--- config.mk ---
export PLATFORM = sky130hd
export DESIGN_NAME = helppll_fdiff_mc_flat
export DESIGN_NICKNAME = d
export VERILOG_FILES = /design/src/rtl/helppll_fdiff_mc_if.sv /design/src/rtl/helppll_fdiff_mc.sv /design/src/flat_wrapper.sv
export SDC_FILE = /design/constraint.sdc
export NUM_CORES = 1
export LEC_CHECK = 0
export ABC_AREA = 0
export BUFFER_PORTS_ARGS = -buffer_cell sky130_fd_sc_hd__buf_2
export CORE_UTILIZATION = 30
export DETAILED_ROUTE_END_ITERATION = 16
export GPL_ROUTABILITY_DRIVEN = 0
export GPL_TIMING_DRIVEN = 0
export PLACE_DENSITY = 0.49
export SETUP_SLACK_MARGIN = 0.1
export SLEW_MARGIN = 10
export SYNTH_ARGS = -nofsm -noshare
export SYNTH_HDL_FRONTEND = slang
export SYNTH_SLANG_ARGS = --single-unit
--- constraint.sdc ---
create_clock -name clk -period 24.9 [get_ports clk]
set_input_delay 3.735 -clock clk [delete_from_list [all_inputs] [get_ports clk]]
set_output_delay 3.735 -clock clk [all_outputs]
set_load 0.03 [all_outputs]
--- src/rtl/helppll_fdiff_mc_if.sv ---
// Bundle of measurement controls, synchronized helper Gray counters and the
// serial frequency-error result stream of helppll_fdiff_mc.
interface helppll_fdiff_mc_if #(
  parameter int NCH    = 2,
  parameter int DWIDTH = 32,
  parameter int CWIDTH = 16,
  parameter int MWIDTH = 4
);
  localparam int CHW = (NCH > 1) ? $clog2(NCH) : 1;

  logic                    enable;
  logic [DWIDTH-1:0]       gate_len;
  logic [MWIDTH-1:0]       hmul;
  logic [MWIDTH-1:0]       rmul;
  logic [NCH*CWIDTH-1:0]   cnt_gray;
  logic [DWIDTH-1:0]       freqdiff;
  logic [CHW-1:0]          freqdiff_ch;
  logic                    stb_freqdiff;
  logic                    sat;
  logic                    busy;

  modport master (
    output enable, gate_len, hmul, rmul, cnt_gray,
    input  freqdiff, freqdiff_ch, stb_freqdiff, sat, busy
  );

  modport slave (
    input  enable, gate_len, hmul, rmul, cnt_gray,
    output freqdiff, freqdiff_ch, stb_freqdiff, sat, busy
  );
endinterface

--- src/rtl/helppll_fdiff_mc.sv ---
// Multi-channel helper-PLL frequency comparator: gated Gray-counter sampling,
// per-channel scaled delta minus scaled gate, serial saturated error stream.
module helppll_fdiff_mc #(
  parameter int NCH    = 2,
  parameter int DWIDTH = 32,
  parameter int CWIDTH = 16,
  parameter int MWIDTH = 4
) (
  input  logic               clk,
  input  logic               areset,
  helppll_fdiff_mc_if.slave  bus
);
  localparam int CHW = (NCH > 1) ? $clog2(NCH) : 1;
  localparam int HW  = CWIDTH + MWIDTH;
  localparam int RW  = DWIDTH + MWIDTH;
  localparam int XW  = DWIDTH + MWIDTH + 1;
  // Floor on the gate so a full burst (3 cycles per channel) ends before the next sample
  localparam logic [DWIDTH-1:0] GMIN    = DWIDTH'(3 * NCH + 2);
  localparam logic [DWIDTH-1:0] ONE     = DWIDTH'(1);
  localparam logic [CHW-1:0]    CH_LAST = CHW'(NCH - 1);

  typedef enum logic [1:0] {
    IDLE  = 2'd0,
    DELTA = 2'd1,
    SCALE = 2'd2,
    EMIT  = 2'd3
  } state_t;

  function automatic logic [CWIDTH-1:0] gray2bin(input logic [CWIDTH-1:0] g);
    logic [CWIDTH-1:0] b;
    b[CWIDTH-1] = g[CWIDTH-1];
    for (int i = CWIDTH - 2; i >= 0; i--) begin
      b[i] = b[i+1] ^ g[i];
    end
    return b;
  endfunction

  state_t             state_r, state_nxt_s;
  logic [CHW-1:0]     ch_r, ch_nxt_s;
  logic               emit_s;
  logic [DWIDTH-1:0]  gcnt_r;
  logic [DWIDTH-1:0]  gate_lat_r;
  logic               valid_r;
  logic [DWIDTH-1:0]  g_eff_s;
  logic               samp_s;
  logic [CWIDTH-1:0]  cur_r  [NCH];
  logic [CWIDTH-1:0]  prev_r [NCH];
  logic [MWIDTH-1:0]  hm_lat_r, rm_lat_r;
  logic [CWIDTH-1:0]  d_r;
  logic [HW-1:0]      hp_r;
  logic [RW-1:0]      rp_r;
  logic [XW-1:0]      diff_s;
  logic               ovf_s;
  logic [DWIDTH-1:0]  clip_s;
  logic [DWIDTH-1:0]  freqdiff_r;
  logic [CHW-1:0]     freqdiff_ch_r;
  logic               stb_r;
  logic               sat_r;

  assign g_eff_s = (bus.gate_len < GMIN) ? GMIN : bus.gate_len;
  assign samp_s  = bus.enable && (gcnt_r == {DWIDTH{1'b0}});

  // Gate interval counter, gate length latch and first-sample qualifier
  always_ff @(posedge clk or posedge areset) begin
    if (areset) begin
      gcnt_r     <= {DWIDTH{1'b0}};
      gate_lat_r <= {DWIDTH{1'b0}};
      valid_r    <= 1'b0;
    end else if (!bus.enable) begin
      gcnt_r  <= g_eff_s - ONE;
      valid_r <= 1'b0;
    end else if (samp_s) begin
      gcnt_r     <= g_eff_s - ONE;
      gate_lat_r <= g_eff_s;
      valid_r    <= 1'b1;
    end else begin
      gcnt_r <= gcnt_r - ONE;
    end
  end

  // Snapshot of all channels and the multipliers used by the following burst
  always_ff @(posedge clk or posedge areset) begin
    if (areset) begin
      for (int k = 0; k < NCH; k++) begin
        cur_r[k]  <= {CWIDTH{1'b0}};
        prev_r[k] <= {CWIDTH{1'b0}};
      end
      hm_lat_r <= {MWIDTH{1'b0}};
      rm_lat_r <= {MWIDTH{1'b0}};
    end else if (samp_s) begin
      for (int k = 0; k < NCH; k++) begin
        cur_r[k]  <= gray2bin(bus.cnt_gray[k*CWIDTH +: CWIDTH]);
        prev_r[k] <= cur_r[k];
      end
      hm_lat_r <= bus.hmul;
      rm_lat_r <= bus.rmul;
    end
  end

  // Burst FSM state and channel index register
  always_ff @(posedge clk or posedge areset) begin
    if (areset) begin
      state_r <= IDLE;
      ch_r    <= {CHW{1'b0}};
    end else begin
      state_r <= state_nxt_s;
      ch_r    <= ch_nxt_s;
    end
  end

  // Burst sequencing; dropping enable aborts without a further strobe
  always_comb begin
    state_nxt_s = state_r;
    ch_nxt_s    = ch_r;
    emit_s      = 1'b0;
    if (!bus.enable) begin
      state_nxt_s = IDLE;
    end else begin
      case (state_r)
        IDLE: begin
          if (samp_s && valid_r) begin
            state_nxt_s = DELTA;
            ch_nxt_s    = {CHW{1'b0}};
          end else begin
            state_nxt_s = IDLE;
          end
        end
        DELTA: state_nxt_s = SCALE;
        SCALE: state_nxt_s = EMIT;
        EMIT: begin
          emit_s = 1'b1;
          if (ch_r == CH_LAST) begin
            state_nxt_s = IDLE;
          end else begin
            state_nxt_s = DELTA;
            ch_nxt_s    = ch_r + CHW'(1);
          end
        end
        default: state_nxt_s = IDLE;
      endcase
    end
  end

  // Difference is clipped when the bits above the signed DWIDTH range disagree
  assign diff_s = {{(XW-HW){1'b0}}, hp_r} - {{(XW-RW){1'b0}}, rp_r};
  assign ovf_s  = ~((&diff_s[XW-1:DWIDTH-1]) | ~(|diff_s[XW-1:DWIDTH-1]));
  assign clip_s = diff_s[XW-1] ? {1'b1, {(DWIDTH-1){1'b0}}}
                               : {1'b0, {(DWIDTH-1){1'b1}}};

  // Delta/scale pipeline and registered result stream
  always_ff @(posedge clk or posedge areset) begin
    if (areset) begin
      d_r           <= {CWIDTH{1'b0}};
      hp_r          <= {HW{1'b0}};
      rp_r          <= {RW{1'b0}};
      freqdiff_r    <= {DWIDTH{1'b0}};
      freqdiff_ch_r <= {CHW{1'b0}};
      stb_r         <= 1'b0;
      sat_r         <= 1'b0;
    end else begin
      stb_r <= 1'b0;
      if (state_r == DELTA) begin
        d_r <= cur_r[ch_r] - prev_r[ch_r];
      end
      if (state_r == SCALE) begin
        hp_r <= {{MWIDTH{1'b0}}, d_r} * {{CWIDTH{1'b0}}, hm_lat_r};
        rp_r <= {{MWIDTH{1'b0}}, gate_lat_r} * {{DWIDTH{1'b0}}, rm_lat_r};
      end
      if (emit_s) begin
        freqdiff_r    <= ovf_s ? clip_s : diff_s[DWIDTH-1:0];
        freqdiff_ch_r <= ch_r;
        sat_r         <= ovf_s;
        stb_r         <= 1'b1;
      end
    end
  end

  assign bus.freqdiff     = freqdiff_r;
  assign bus.freqdiff_ch  = freqdiff_ch_r;
  assign bus.stb_freqdiff = stb_r;
  assign bus.sat          = sat_r;
  assign bus.busy         = (state_r != IDLE);

endmodule

--- src/flat_wrapper.sv ---
// flat-port wrapper written by rule: the top's interface ports become plain ports
module helppll_fdiff_mc_flat 
#(
  parameter int NCH    = 2,
  parameter int DWIDTH = 32,
  parameter int CWIDTH = 16,
  parameter int MWIDTH = 4
)
  (clk, areset, bus_enable, bus_gate_len, bus_hmul, bus_rmul, bus_cnt_gray, bus_freqdiff, bus_freqdiff_ch, bus_stb_freqdiff, bus_sat, bus_busy);
  helppll_fdiff_mc_if #(.NCH(NCH), .DWIDTH(DWIDTH), .CWIDTH(CWIDTH), .MWIDTH(MWIDTH)) bus_i ();
  input  logic clk;
  input  logic areset;
  input wire logic [$bits(bus_i.enable)-1:0] bus_enable;
  input wire logic [$bits(bus_i.gate_len)-1:0] bus_gate_len;
  input wire logic [$bits(bus_i.hmul)-1:0] bus_hmul;
  input wire logic [$bits(bus_i.rmul)-1:0] bus_rmul;
  input wire logic [$bits(bus_i.cnt_gray)-1:0] bus_cnt_gray;
  output wire logic [$bits(bus_i.freqdiff)-1:0] bus_freqdiff;
  output wire logic [$bits(bus_i.freqdiff_ch)-1:0] bus_freqdiff_ch;
  output wire logic [$bits(bus_i.stb_freqdiff)-1:0] bus_stb_freqdiff;
  output wire logic [$bits(bus_i.sat)-1:0] bus_sat;
  output wire logic [$bits(bus_i.busy)-1:0] bus_busy;
  assign bus_i.enable = bus_enable;
  assign bus_i.gate_len = bus_gate_len;
  assign bus_i.hmul = bus_hmul;
  assign bus_i.rmul = bus_rmul;
  assign bus_i.cnt_gray = bus_cnt_gray;
  assign bus_freqdiff = bus_i.freqdiff;
  assign bus_freqdiff_ch = bus_i.freqdiff_ch;
  assign bus_stb_freqdiff = bus_i.stb_freqdiff;
  assign bus_sat = bus_i.sat;
  assign bus_busy = bus_i.busy;
  helppll_fdiff_mc #(.NCH(NCH), .DWIDTH(DWIDTH), .CWIDTH(CWIDTH), .MWIDTH(MWIDTH)) u_core (.clk(clk), .areset(areset), .bus(bus_i));
endmodule
== Yosys cells after proc, flatten, opt, wreduce, memory -nomap -nowiden ==
Cells that the tools add are included.

* $add $sub $neg: 5
* Multiply operators: 2
* $lt $le $gt $ge: 2
* Equal/unequal tests: 5
* Multiplexer cells: 23
* Bitwise logic cells: 34
* Reduce and logical (&&, ||, !) cells: 10

{| class="wikitable"
|+ Operators with widths
! cell !! count
|-
| two-way mux 32 bit || 5
|-
| two-way mux 16 bit || 6
|-
| subtractor 32 x 1 -> 32 bit (second input constant) || 2
|-
| subtractor 20 x 36 -> 37 bit || 1
|-
| multiplier 32 x 4 -> 36 bit || 1
|-
| zero test 32 bit || 1
|-
| less-than comparator 32 x 4 -> 1 bit (second input constant) || 1
|-
| bitwise XOR 1 bit || 30
|-
| multiplier 16 x 4 -> 20 bit || 1
|-
| subtractor 16 bit || 1
|-
| two-way mux 1 bit || 9
|-
| case mux 2 bit (4 select lines) || 1
|-
| AND reduction 6 bit || 1
|-
| OR reduction 6 bit || 1
|-
| == test 2 bit (second input constant) || 2
|-
| != test 2 x 1 -> 1 bit (second input constant) || 2
|-
| nonzero test 2 bit || 2
|-
| AND reduction 3 bit || 1
|-
| == test 2 x 1 -> 1 bit (second input constant) || 1
|-
| >= comparator 2 bit (second input constant) || 1
|-
| logical AND 1 bit || 2
|-
| zero test 2 bit || 1
|-
| two-way mux 2 bit || 1
|-
| NOT 1 bit || 2
|-
| other kinds (5) || 5
|}

* Flip-flop bits (word level): 247
* Bits of input ports: 75
* Output and inout bits: 36

== Longest topological paths before layout ==
* Depth after elaboration: 15
* Depth in mapped cells: 18
* Mapped depth without buffers: 17

== Worst setup path after synthesis ==
Ideal clock, no wire load.

* Path kind: input port to flip-flop
* From: input bus_gate_len[19]
* To: register u_core.gcnt_r[24]
* Library setup time: 0.128 ns
* Data arrival time: 7.994 ns
* Data required time: 24.772 ns
* Setup slack: 16.778 ns
* Stages on the path: 15
* Path buffers: 1
* Path through: or3_1 > or4_1 > nor4_1 > or3b_2 > nor4b_2 > nand2b_1 > ha_1 > nand2b_1 > or3_1 > clkbuf_1 > nor3b_1 > or4b_2 > xnor2_1 > nand2_1 > o21ai_0

* Word-level cells in the longest chain between the ends: 5

{| class="wikitable"
|+ RTL lines
! element !! RTL line !! text
|-
| start: declaration || flat_wrapper.sv:14 || <nowiki>input wire logic [$bits(bus_i.gate_len)-1:0] bus_gate_len;</nowiki>
|-
| less-than comparator 32 x 4 -> 1 bit || helppll_fdiff_mc.sv:60 || <nowiki>assign g_eff_s = (bus.gate_len < GMIN) ? GMIN : bus.gate_len;</nowiki>
|-
| two-way mux 32 bit (*) || helppll_fdiff_mc.sv:60 ||
|-
| subtractor 32 x 1 -> 32 bit (*) || helppll_fdiff_mc.sv:70, helppll_fdiff_mc.sv:73 ||
|-
| two-way mux 32 bit || helppll_fdiff_mc.sv:72 || <nowiki>end else if (samp_s) begin</nowiki>
|-
| two-way mux 32 bit (*) || helppll_fdiff_mc.sv:69 || <nowiki>end else if (!bus.enable) begin</nowiki>
|-
| end signal: assignment || helppll_fdiff_mc.sv:70 || <nowiki>gcnt_r <= g_eff_s - ONE;</nowiki>
|-
| end signal: assignment || helppll_fdiff_mc.sv:73 || <nowiki>gcnt_r <= g_eff_s - ONE;</nowiki>
|-
| end signal: assignment || helppll_fdiff_mc.sv:77 || <nowiki>gcnt_r <= gcnt_r - ONE;</nowiki>
|-
| end: declaration || helppll_fdiff_mc.sv:41 || <nowiki>logic [DWIDTH-1:0] gcnt_r;</nowiki>
|}

Every way passes the cells marked *; elsewhere a longest branch is shown, timed or not.
A chain may end at the register's enable or synchronous reset.

== Worst setup path after layout ==
Ends and elaborated chain as after synthesis.

==> impl_metrics.py <==
metrics = {
    "run_status": {
        "status": "finished, final reports clean",
    },
    "power": {
        "p_int_uw": 704,
        "p_leak_nw": 10.4,
        "power.density_nw_per_um2": 43.8,
        "p_seq_share_pct": 44.7,
        "combinationalPowerShare_pct": 7.3,
        "p_sw_share_pct": 23.7,
        "power.switching_uw": 219,
        "clockPowerShare_pct": 48.0,
        "peakVddDrop_mv": 0.0407,
    },
    "timing": {
        "max_freq_mhz": 115,
        "rsz0062_at_grt": "no",
        "finalSetupTns_ns": 0,
        "period_share_pct": 34.9,
        "tightest_slew_ns": 0.830,
        "finalSetupViolCount": 0,
        "layout_min_cycle_time_ns": 8.70,
        "fin_skew_ns": 0.0241,
        "slew_headroom_pct": 44.7,
        "final_hold_viol_count": 0,
        "slew_viol_final": 0,
    },
    "worst_setup_path": {
        "cp_num_buf_inv": 2,
        "crit_required_ns": 25.39,
        "cp-start-kind": "primary input",
        "crit_end": "u_core.gcnt_r[24]",
        "worst-path-stages": 16,
        "reg2regPathDepth": 17,
        "r2r_slack_ns": 19.58,
        "r2r-end": "u_core.rp_r[35]",
        "slowest_stage": "nor4b_2",
        "r2r_start": "u_core.rm_lat_r[2]",
        "crit_fanout": 10,
        "cp-startpoint": "bus_gate_len[19]",
        "critPathCaptureType": "flop",
        "slowest_delay_ns": 0.73,
        "critical-path-top-delay-family": "simple AND/OR/NAND/NOR gates",
        "path_cells": "buf_2 -> or3_1 -> or4_1 -> nor4_1 -> or3b_2 -> nor4b_2 -> nand2b_1 -> ha_1 -> nand2b_1 -> or3_1 -> clkbuf_1 -> nor3b_1 -> or4b_2 -> xnor2_1 -> nand2_1 -> o21ai_0",
        "worstSetupPathType": "in -> reg",
        "crit_arrival_ns": 9.19,
    },
    "global_route": {
        "grt_pass1_vias": 13900,
        "grt-ovfl-total": 0,
        "antenna_found_initial": 0,
        "grt_usage_pct": 15.0,
        "grt_pass1_wl_um": 76300,
        "grt_max_degree": 112,
    },
    "layout": {
        "multiInputGateArea_um2": 11300,
        "regArea_um2": 6180,
        "finalInstanceArea_um2": 21100,
        "num_antenna_cells": 0,
        "final_cell_mix": "dfrtp_1, nand2_1, inv_1",
        "drive_gt1_share_pct": 15.0,
        "layout.nets": 2358,
        "area_delta_synth_final_pct": 14.1,
        "nFillCells": 6197,
        "final_common_cell": "dfrtp_1",
        "final_util_pct": 34.8,
    },
    "logic_synthesis": {
        "synthArstFlopShare_pct": 100,
        "synth_nets": 2215,
        "synth_area_leaders": "dfrtp_1, fa_1, mux2_2",
        "syn_area_per_cell_um2": 9.50,
        "netlist_instances": 1944,
        "synth-seq-cells": 247,
        "synth_top_area_cell": "dfrtp_1",
        "synth.distinct_cells": 68,
        "netlist.area_leader.share_pct": 33.5,
        "yosysWarnings": 0,
        "synth_ff_type": "dfrtp_1",
        "yosysSeqAreaShare_pct": 33.5,
        "synth.cell_area_um2": 18500,
        "synth_edf_count": 0,
    },
    "placement": {
        "dpl_cell_area_um2": 20100,
        "hpwl_um": 37600,
        "portBuffers": 109,
    },
    "flow_run": {
        "drv_cap": 0,
    },
    "clocking": {
        "clockBufferDepth": 3,
        "htree_levels": 1,
        "cts_hold_buf": 0,
        "clk_pin_slew_worst_paths_ns": 0.06,
        "cts_tree": "done",
        "cts_resized": 0,
        "clockRootBuffer": "clkbuf_16",
        "cts_buffers": 30,
        "clk_latency_ns": 0.58,
        "cts_sinks": 247,
        "cts_setup_buffers": 0,
    },
    "routing": {
        "drc_errors": 0,
        "dr.pass1.iters": 5,
        "via_count": 13500,
        "wl_per_cell_um": 16.1,
        "wl_um": 46500,
        "vias_per_cell": 4.66,
        "ant_nets": 0,
        "drtIter0Drc": 562,
    },
    "floorplanning": {
        "core_um2": 60600,
        "die-area_um2": 62600,
        "pin_count": 111,
        "initial_utilization_pct": 30.5,
        "row_count": 90,
        "die_x_um": 250,
        "die_y_um": 250,
    },
    "min_path": {
        "hold_path_class": "reg -> reg",
    },
}
worst min-delay path by stage:
stage                                  startpoint                      end  slack, ns  depth (start not counted)
final                     u_core.bus.freqdiff[31]  u_core.bus.freqdiff[31]       0.48                          2
after global routing            u_core.prev_r[27]        u_core.prev_r[27]       0.52                          1
after CTS                 u_core.bus.freqdiff[31]  u_core.bus.freqdiff[31]       0.49                          2
after detailed placement   u_core.bus.freqdiff_ch   u_core.bus.freqdiff_ch       0.48                          2
after global placement     u_core.bus.freqdiff_ch   u_core.bus.freqdiff_ch       0.46                          2
after floorplan                  u_core.cur_r[28]         u_core.cur_r[28]       0.46                          2
cell families after synthesis:
logic type               Yosys count  synth area share, %
adder cells (fa/ha/maj)          196                 16.9
buffers and inverters            263                 5.63
AND/OR/NAND/NOR                  609                 16.3
AO/OA/AOI/OAI                    318                 10.7
flip-flops                       247                 33.5
XOR/XNOR                         162                 7.99
multiplexers                     149                 8.95
synthesized netlist by cell type, types with 3 or more instances:
master      n
o31ai_1    11
or3_1      35
a31o_2      3
a211o_1     3
ha_1      106
dfrtp_1   247
mux2_2    128
a21oi_1    75
nand3_1    26
a21o_1     27
mux2i_1    20
o41ai_1     3
nand2_1   203
o211ai_1    4
nand3b_1    3
o21a_1     13
a311oi_1    6
nor3_1     45
xor2_1     56
a31oi_1     7
xnor2_1   102
nor2b_1    17
clkbuf_1   57
inv_1     192
o22ai_1    24
nor2_1    104
buf_2       6
o21ai_0    97
and3_1      9
or2_2       6
and2_1    107
a21boi_0    6
o21bai_1    6
a211oi_1   10
nor4_1     14
nor3b_1     5
o31a_1      5
buf_6       6
fa_1       90
or4_1       8
nand2b_1   15
through the flow:
step,hold slack (ns),instances,worst slack (ns),power [mW]
5_1_grt,0.516,2892,16.01,0.961
6_report,0.483,2892,16.20,0.922
3_3_place_gp,0.463,2835,11.32,0.486
3_5_place_dp,0.479,2837,15.61,0.488
2_1_floorplan,0.460,1944,14.38,0.464
4_1_cts,0.492,2892,16.22,0.938
layer usage:
metal / vias to the layer above / wire [µm] / GRT usage, %
li1: 6827 / - / -
met1: 6456 / 22400 / 20.4
met2: 138 / 21700 / 25.0
met3: 56 / 1180 / 1.64
met4: 0 / 1260 / 4.54
met5: - / 0 / 0
power groups by stage:
stage | clock [mW] | sequential, mW | combinational, mW
after floorplan | 0 | 0.419 | 0.0456
after global placement | 0 | 0.419 | 0.0668
after detailed placement | 0 | 0.419 | 0.0689
after CTS | 0.457 | 0.412 | 0.0693
after global routing | 0.473 | 0.413 | 0.0755
final | 0.443 | 0.412 | 0.0674
tightest hold or removal path, delay by kind of cell (launching register included):
family          cells  cell delay (ns)
compound gates      1             0.06
simple gates        1             0.05
flops               1             0.34
state kept, by name, indices dropped and copies added, names as in the netlist, 2 cells and up:
| name | cells |
|---|---|
| u_core.bus.freqdiff | 32 |
| u_core.cur_r | 32 |
| u_core.d_r | 16 |
| u_core.gate_lat_r | 32 |
| u_core.gcnt_r | 32 |
| u_core.hm_lat_r | 4 |
| u_core.hp_r | 20 |
| u_core.prev_r | 32 |
| u_core.rm_lat_r | 4 |
| u_core.rp_r | 36 |
| u_core.state_r | 2 |
layout make-up:
class	count	area share, %
Buffer	71	1.51
Clock buffer	44	4.25
Clock inverter	11	0.546
Inverter	192	3.46
Multi-Input combinational cell	1434	53.4
Sequential cell	247	29.3
Tap cell	782	4.64
Timing Repair Buffer	111	2.85
(Power assumes the default switching activity.)
